===== src/rtl/sensor_conditioner.sv =====
// Sensor front end for the alarm controller: it synchronizes and debounces the
// arm, motion and door inputs, and emits one-cycle rise pulses. A window FSM
// turns a door rise that follows a motion rise into a single confirm pulse.
module sensor_conditioner #(
    parameter int unsigned DB_CYCLES = 4,
    parameter int unsigned WINDOW    = 16
) (
    input  logic       clk,
    input  logic       rst_n,
    input  logic       arm_raw,
    input  logic       motion_raw,
    input  logic       door_raw,
    input  logic       clear,
    output logic       arm_o,
    output logic       trig_o,
    output logic       conf_o,
    output logic       window_open,
    output logic [7:0] window_cnt,
    output logic [2:0] db_level
);

    localparam logic [7:0] DbLast  = 8'(DB_CYCLES - 1);
    localparam logic [7:0] WinLoad = 8'(WINDOW);

    typedef enum logic [1:0] {StIdle, StOpen, StHoldoff} state_e;

    // Channel order everywhere: bit 0 arm, bit 1 motion, bit 2 door
    logic [2:0] raw;
    logic [2:0] sync1_q, sync2_q;
    logic [2:0] lvl_q;
    logic [7:0] cnt_q [3];
    logic [2:0] accept, rise;
    logic       arm_q, trig_q, conf_q;
    logic [7:0] win_q;
    state_e     state_q;

    assign raw = {door_raw, motion_raw, arm_raw};

    // Two-flop synchronizer on every raw input
    always_ff @(posedge clk or negedge rst_n) begin
        if (!rst_n) begin
            sync1_q <= '0;
            sync2_q <= '0;
        end else begin
            sync1_q <= raw;
            sync2_q <= sync1_q;
        end
    end

    // Decode which channels flip their debounced level at this edge
    always_comb begin
        accept = '0;
        rise   = '0;
        for (int i = 0; i < 3; i++) begin
            accept[i] = (sync2_q[i] != lvl_q[i]) && (cnt_q[i] == DbLast);
            rise[i]   = accept[i] & sync2_q[i];
        end
    end

    // Debounce counters: count while synced value disagrees, restart on agreement
    always_ff @(posedge clk or negedge rst_n) begin
        if (!rst_n) begin
            lvl_q <= '0;
            for (int i = 0; i < 3; i++) begin
                cnt_q[i] <= '0;
            end
        end else begin
            for (int i = 0; i < 3; i++) begin
                if (sync2_q[i] == lvl_q[i]) begin
                    cnt_q[i] <= '0;
                end else if (accept[i]) begin
                    lvl_q[i] <= sync2_q[i];
                    cnt_q[i] <= '0;
                end else begin
                    cnt_q[i] <= cnt_q[i] + 8'd1;
                end
            end
        end
    end

    // Arm and trigger pulses follow accepted rises regardless of window state
    always_ff @(posedge clk or negedge rst_n) begin
        if (!rst_n) begin
            arm_q  <= 1'b0;
            trig_q <= 1'b0;
        end else begin
            arm_q  <= rise[0];
            trig_q <= rise[1];
        end
    end

    // Confirm-window FSM; clear overrides every transition
    always_ff @(posedge clk or negedge rst_n) begin
        if (!rst_n) begin
            state_q <= StIdle;
            win_q   <= '0;
            conf_q  <= 1'b0;
        end else begin
            conf_q <= 1'b0;
            if (clear) begin
                state_q <= StIdle;
                win_q   <= '0;
            end else begin
                unique case (state_q)
                    StIdle: begin
                        // A door rise alongside the motion rise cannot confirm
                        if (rise[1]) begin
                            state_q <= StOpen;
                            win_q   <= WinLoad;
                        end
                    end
                    StOpen: begin
                        // Door rise checked first so it wins over expiry
                        if (rise[2]) begin
                            conf_q  <= 1'b1;
                            win_q   <= '0;
                            state_q <= StHoldoff;
                        end else if (win_q == 8'd1) begin
                            win_q   <= '0;
                            state_q <= StIdle;
                        end else begin
                            win_q <= win_q - 8'd1;
                        end
                    end
                    StHoldoff: begin
                        if (lvl_q[2:1] == 2'b00) begin
                            state_q <= StIdle;
                        end
                    end
                    default: begin
                        state_q <= StIdle;
                        win_q   <= '0;
                    end
                endcase
            end
        end
    end

    assign arm_o       = arm_q;
    assign trig_o      = trig_q;
    assign conf_o      = conf_q;
    assign window_open = (state_q == StOpen);
    assign window_cnt  = win_q;
    assign db_level    = lvl_q;

endmodule


===== config.mk =====
export PLATFORM = sky130hd
export DESIGN_NAME = sensor_conditioner
export DESIGN_NICKNAME = d
export VERILOG_FILES = /design/src/rtl/sensor_conditioner.sv
export SDC_FILE = /design/constraint.sdc
export NUM_CORES = 1
export LEC_CHECK = 0
export ABC_AREA = 1
export CAP_MARGIN = 10
export CORE_MARGIN = 2
export CORE_UTILIZATION = 43
export CTS_CLUSTER_DIAMETER = 100
export DETAILED_ROUTE_END_ITERATION = 12
export GPL_ROUTABILITY_DRIVEN = 0
export PLACE_DENSITY_LB_ADDON = 0.2
export SLEW_MARGIN = 20
export SYNTH_ARGS = -nofsm -noshare
export SYNTH_HDL_FRONTEND = slang
export SYNTH_SLANG_ARGS = --single-unit
export TNS_END_PERCENT = 10

===== constraint.sdc =====
create_clock -name clk -period 1.5 [get_ports clk]
set_input_delay 0.15 -clock clk [delete_from_list [all_inputs] [get_ports clk]]
set_output_delay 0.15 -clock clk [all_outputs]
set_load 0.02 [all_outputs]

; ---- After elaboration in Yosys (flattened, before gate mapping)
; Index checks and enable logic that the tools add are counted.
[op_classes]
bitwise = 6
add_sub_neg = 4
n_reduce_logical = 10
n_eq_ne = 16
mux = 20
[ops]
columns = cell, count
row1 = 2-to-1 mux 8 bit, 10
row2 = adder 8 x 1 -> 8 bit (second input constant), 3
row3 = == test 8 x 2 -> 1 bit (second input constant), 3
row4 = one-hot mux 8 bit (3 select lines), 1
row5 = 2-to-1 mux 2 bit, 5
row6 = == test 8 x 1 -> 1 bit (second input constant), 1
row7 = AND reduction 2 bit, 4
row8 = subtractor 8 x 1 -> 8 bit (second input constant), 1
row9 = != test 3 bit (second input constant), 2
row10 = one-hot mux 2 bit (3 select lines), 1
row11 = zero test 2 bit, 2
row12 = != test 4 x 2 -> 1 bit (second input constant), 1
row13 = bitwise AND 1 bit, 3
row14 = == test 1 bit, 3
row15 = logical AND 1 bit, 3
row16 = 2-to-1 mux 1 bit, 3
row17 = != test 1 bit, 3
row18 = NOT 1 bit, 3
row19 = AND reduction 3 bit, 1
row20 = == test 2 x 1 -> 1 bit (second input constant), 1
row21 = == test 2 bit (second input constant), 1
row22 = != test 2 bit (second input constant), 1
[totals]
elab_cells = 69
register_bits = 46
out_inout_bits = 15
inputBits = 6

; ---- Depth between registers and ports, before layout
[logic_depth]
ltp_word = 6
ltp_mapped = 9

; ---- Least setup slack after synthesis
; OpenSTA, ideal clock, no wires.
[synth_path]
kind = reg-to-reg
from = reg win_q[1], in the netlist window_cnt[1]
to = reg win_q[7], in the netlist window_cnt[7]
required_time_ns = 1.382
slack_ns = 0.118
arrival_ns = 1.264
stages_incl_launch_ff = 10
setup_time_ns = 0.118
path_buffers = 0
cell_sequence = dfrtp_1 inv_1 ha_1 nand2_1 nor2_1 inv_1 nand3_1 nor2_1 nand3_1 nand2_1
[synth_between]
elab_chain_len = 5
word_cells_on_any_way = 6
cone_classes = add/sub (1) / eq/ne (1) / mux (4)
[synth_lines]
columns = item, line_no
row1 = start: declaration, 34  ; logic [7:0] win_q;
row2 = start signal: assignment, 109  ; win_q <= WinLoad;
row3 = start signal: assignment, 122  ; win_q <= win_q - 8'd1;
row4 = subtractor 8 x 1 -> 8 bit or == test 8 x 1 -> 1 bit (tied branches), "122, 118"
row5 = 2-to-1 mux 8 bit (*), 118  ; end else if (win_q == 8'd1) begin
row6 = 2-to-1 mux 8 bit (*), 114  ; if (rise[2]) begin
row7 = one-hot mux 8 bit (3 select lines) (*), 104  ; unique case (state_q)
row8 = 2-to-1 mux 8 bit (*), 100  ; if (clear) begin
; Every way passes the cells marked *; elsewhere a longest branch is shown, timed or not.
; A chain may end at the register's enable or synchronous reset.

; ---- Final worst setup path
[layout_path]
from = reg cnt_q[8] (netlist bit)
to = reg win_q[2], in the netlist window_cnt[2]
[layout_between]
elab_chain_len = 5
[layout_lines]
columns = item, line_no
row1 = start: declaration, 31  ; logic [7:0] cnt_q [3];
row2 = start signal: indexed assignment, 75  ; cnt_q[i] <= cnt_q[i] + 8'd1;
row3 = == test 8 x 2 -> 1 bit, 55  ; accept[i] = (sync2_q[i] != lvl_q[i]) && (cnt_q[i] == DbLast);
row4 = logical AND 1 bit, 55
row5 = bitwise AND 1 bit, 56  ; rise[i] = accept[i] & sync2_q[i];
row6 = net rise[1], 32  ; logic [2:0] accept, rise;
row7 = != test 3 bit (no source line), n/a
row8 = AND reduction 2 bit (no source line), n/a
; The timed path passes the listed nets, and every way through them passes these cells.

==> reports/metrics.yaml <==
yosys:
  synth_fa_ha_area_share_pct: 2.75
  syn_nets: 285
  synth-main-ff-cell: "dfrtp_1"
  postSynth.asyncResetShare_pct: 100
  synth_area_per_cell_um2: 8.29
  synth_edf_count: 0
  yosysUniqueCellTypes: 26
  synthSimpleGateAreaFrac_pct: 32.0
  yosysTopAreaCell: "dfrtp_1"
  synth.top_cell.area_share_pct: 50.7
  ys_ff_latch: 46
  syn_inst: 274
  netlist_area_mm2: 0.00227
  yosys-top-cells-area: "dfrtp_1, nand2_1, nor2_1"
  synth_compound_area_share_pct: 3.47
  seq_area_frac_synth_pct: 50.7
  synth_common_cells: "nand2_1, dfrtp_1, nor2_1"
  yosysWarnings: 0
  synth.most_common_cell: "nand2_1"
  muxShareOfSynthArea_pct: 0
  synthXorXnorAreaFrac_pct: 4.57
  synth_top_family_by_area: "simple AND/OR/NAND/NOR gates"
detailed_routing:
  routedLengthMet1_mm: 2.23
  drtAntennaViolNets: 0
  viasPerCell: 4.71
  met2_length_mm: 1.92
  drc: 0
  top_layer_used: "met4"
  drtPass1Iterations: 4
  vias: 1822
  drt-total-wl_mm: 4.32
  wl_met3_um: 122
  wl_per_cell_um: 11.2
  drtIter0Drc: 87
timing:
  relSlewSlack_pct: 71.2
  fin_crit_ps: 1400
  finalHoldViolCount: 0
  rsz0062_at_grt: "yes"
  finalSetupViolCount: 0
  slew_viol_final: 0
  fmax_mhz: 712
  tightest_slew_ps: 429
  period_share_pct: 93.6
  skew_ps: 3.63
  fin_setup_tns_ps: 0
clock_tree:
  path_clk_slew_ps: 90
  cts-buffers-inserted: 5
  cts_root_buf: "clkbuf_8"
  cts.htree.levels: 2
  clock_path_buffers: 2
  clock-sinks: 46
  cts_tree: "done"
  clkLatencyLatePin_ps: 300
worst_setup_path:
  crit_path_end: "window_cnt[2]"
  cp-end-kind: "flop"
  crit_path_start_kind: "flop"
  crit_arrival_ps: 1600
  r2r_slack_ps: 100
  cp_data_required_time_ps: 1690
  r2r_start: "cnt_q[8]"
  rr_worst_depth: 8
  crit_fanout: 9
  critPathLaunch: "cnt_q[8]"
  critPathKind: "flop to flop"
  r2r_end: "window_cnt[2]"
grt:
  grt_pass1_vias: 1696
  grt_max_degree: 47
  grt_pass1_wl_mm: 7.53
  antenna_found_initial: 0
  grt_util_all_layers_pct: 16.0
  grt-ovfl-total: 0
finish:
  num_antenna_cells: 0
  nets: 327
  synthToLayoutAreaGrowth_pct: 24.4
  final_util_pct: 55.4
  layout-drive-gt1-share_pct: 12.9
  final_cells: 387
power:
  leakagePower_nw: 1.41
  power-per-cell-area_mw_per_mm2: 1550
  total_power_mw: 4.39
  peakVddDrop_mv: 0.890
die:
  die_h_um: 76.7
  num_rows: 26
  initial_utilization_pct: 44.5
  die_area_mm2: 0.00588
  die_w_um: 76.7
  ioPinCount: 21
  core_area_mm2: 0.00511
job:
  max-cap-violations: 0
hold_path:
  hp-start: "motion_raw"
  min_path_type: "primary input to flop"
place:
  dp_cells: 375
  numPortBuffers: 20
  dp_hpwl_mm: 3.08
run_status:
  outcome: "complete, no violations"
through the flow:
step	setup WS, ps	area, um2	hold slack [ps]
after global placement	61.8	2650	148
after detailed placement	12.5	2650	151
final	95.7	2830	275
after CTS	7.90	2760	264
after floorplan	118	2270	-146
after global routing	-30.7	2830	270
logic make-up (layout without fill, tap and decap cells):
kind of cell,after synthesis,after routing
buffers and inverters,39,82
and+or+nand+nor,158,158
adders and majority gates,5,5
xor gates and xnor gates,11,11
AOI/OAI and AO/OA,15,15
DFF,46,46
report_power, final:
| part | switching [mW] | internal (mW) | leakage [nW] |
|---|---|---|---|
| clock network | 0.436 | 0.499 | 0.0585 |
| registers | 0.283 | 1.47 | 0.609 |
| logic | 0.989 | 0.715 | 0.743 |
| total | 1.71 | 2.68 | 1.41 |
layout make-up:
cell class	count	area, um2
tap	70	87.6
clock buffer	5	68.8
multi-input combinational	189	1010
sequential	46	1150
timing repair buffer	36	320
inverter	38	143
clock inverter	3	43.8
fill	468	2280
worst max-delay path, cell delays in order, from the launching register on:
cell and delay, ps:
dfrtp_1 410, ha_4 160, inv_1 40, nor3_2 130
nand3_2 140, nor2_4 170, nand2_4 100, nand3_1 90
o21ai_1 60
metal layers:
metal	global-route usage, %	vias to the layer above
met1	22.4	835
met3	4.24	4
met2	23.8	25
li1	-	958
met4	6.36	0
met5	0	-
cell usage in the layout, fill, tap and decap left out, types with 2 or more instances in the layout:
cell type        synthesis  routed
dfrtp_1                 46      44
clkdlybuf4s50_1          0       7
o21ai_1                  2       2
nor2_2                   1       5
xnor2_1                  5       5
o21ai_0                  6       6
clkbuf_8                 0       5
a21oi_1                  5       5
dfrtp_2                  0       2
nand4_1                  6       6
nor3b_1                  4       4
nand3_2                  2       3
inv_1                   38      38
nor3_2                   0       2
dlygate4sd2_1            0      10
ha_1                     5       4
nor2_1                  45      41
xor2_1                   5       5
nand2_1                 55      55
nor3_1                  11       9
buf_4                    0      14
nand3_1                 28      27
flip-flops by register name (all words and copies together) (netlist names):
register,cells
sync1_q,3
state_q,2
conf_o,1
sync2_q,3
cnt_q,24
db_level,3
arm_o,1
trig_o,1
window_cnt,8
worst min-delay path by stage:
stage / end / slack, ps / depth (start not counted)
global route: sync1_q[2] / 270 / 1
CTS: sync1_q[1] / 260 / 1
detailed placement: cnt_q[20] / 150 / 2
floorplan: arm_o / -150 / 0
finish: sync1_q[1] / 280 / 1
global placement: cnt_q[20] / 150 / 2
timing repair:
action                     CTS  global route
setup buffers                0             3
gates resized for setup     11            13
hold buffers                 1             0
pin swaps                    0             3
hold endpoints to repair    46             0
setup endpoints to repair   11            13
cloned                       0             0
No activity file was read; power rests on OpenSTA's default activity.
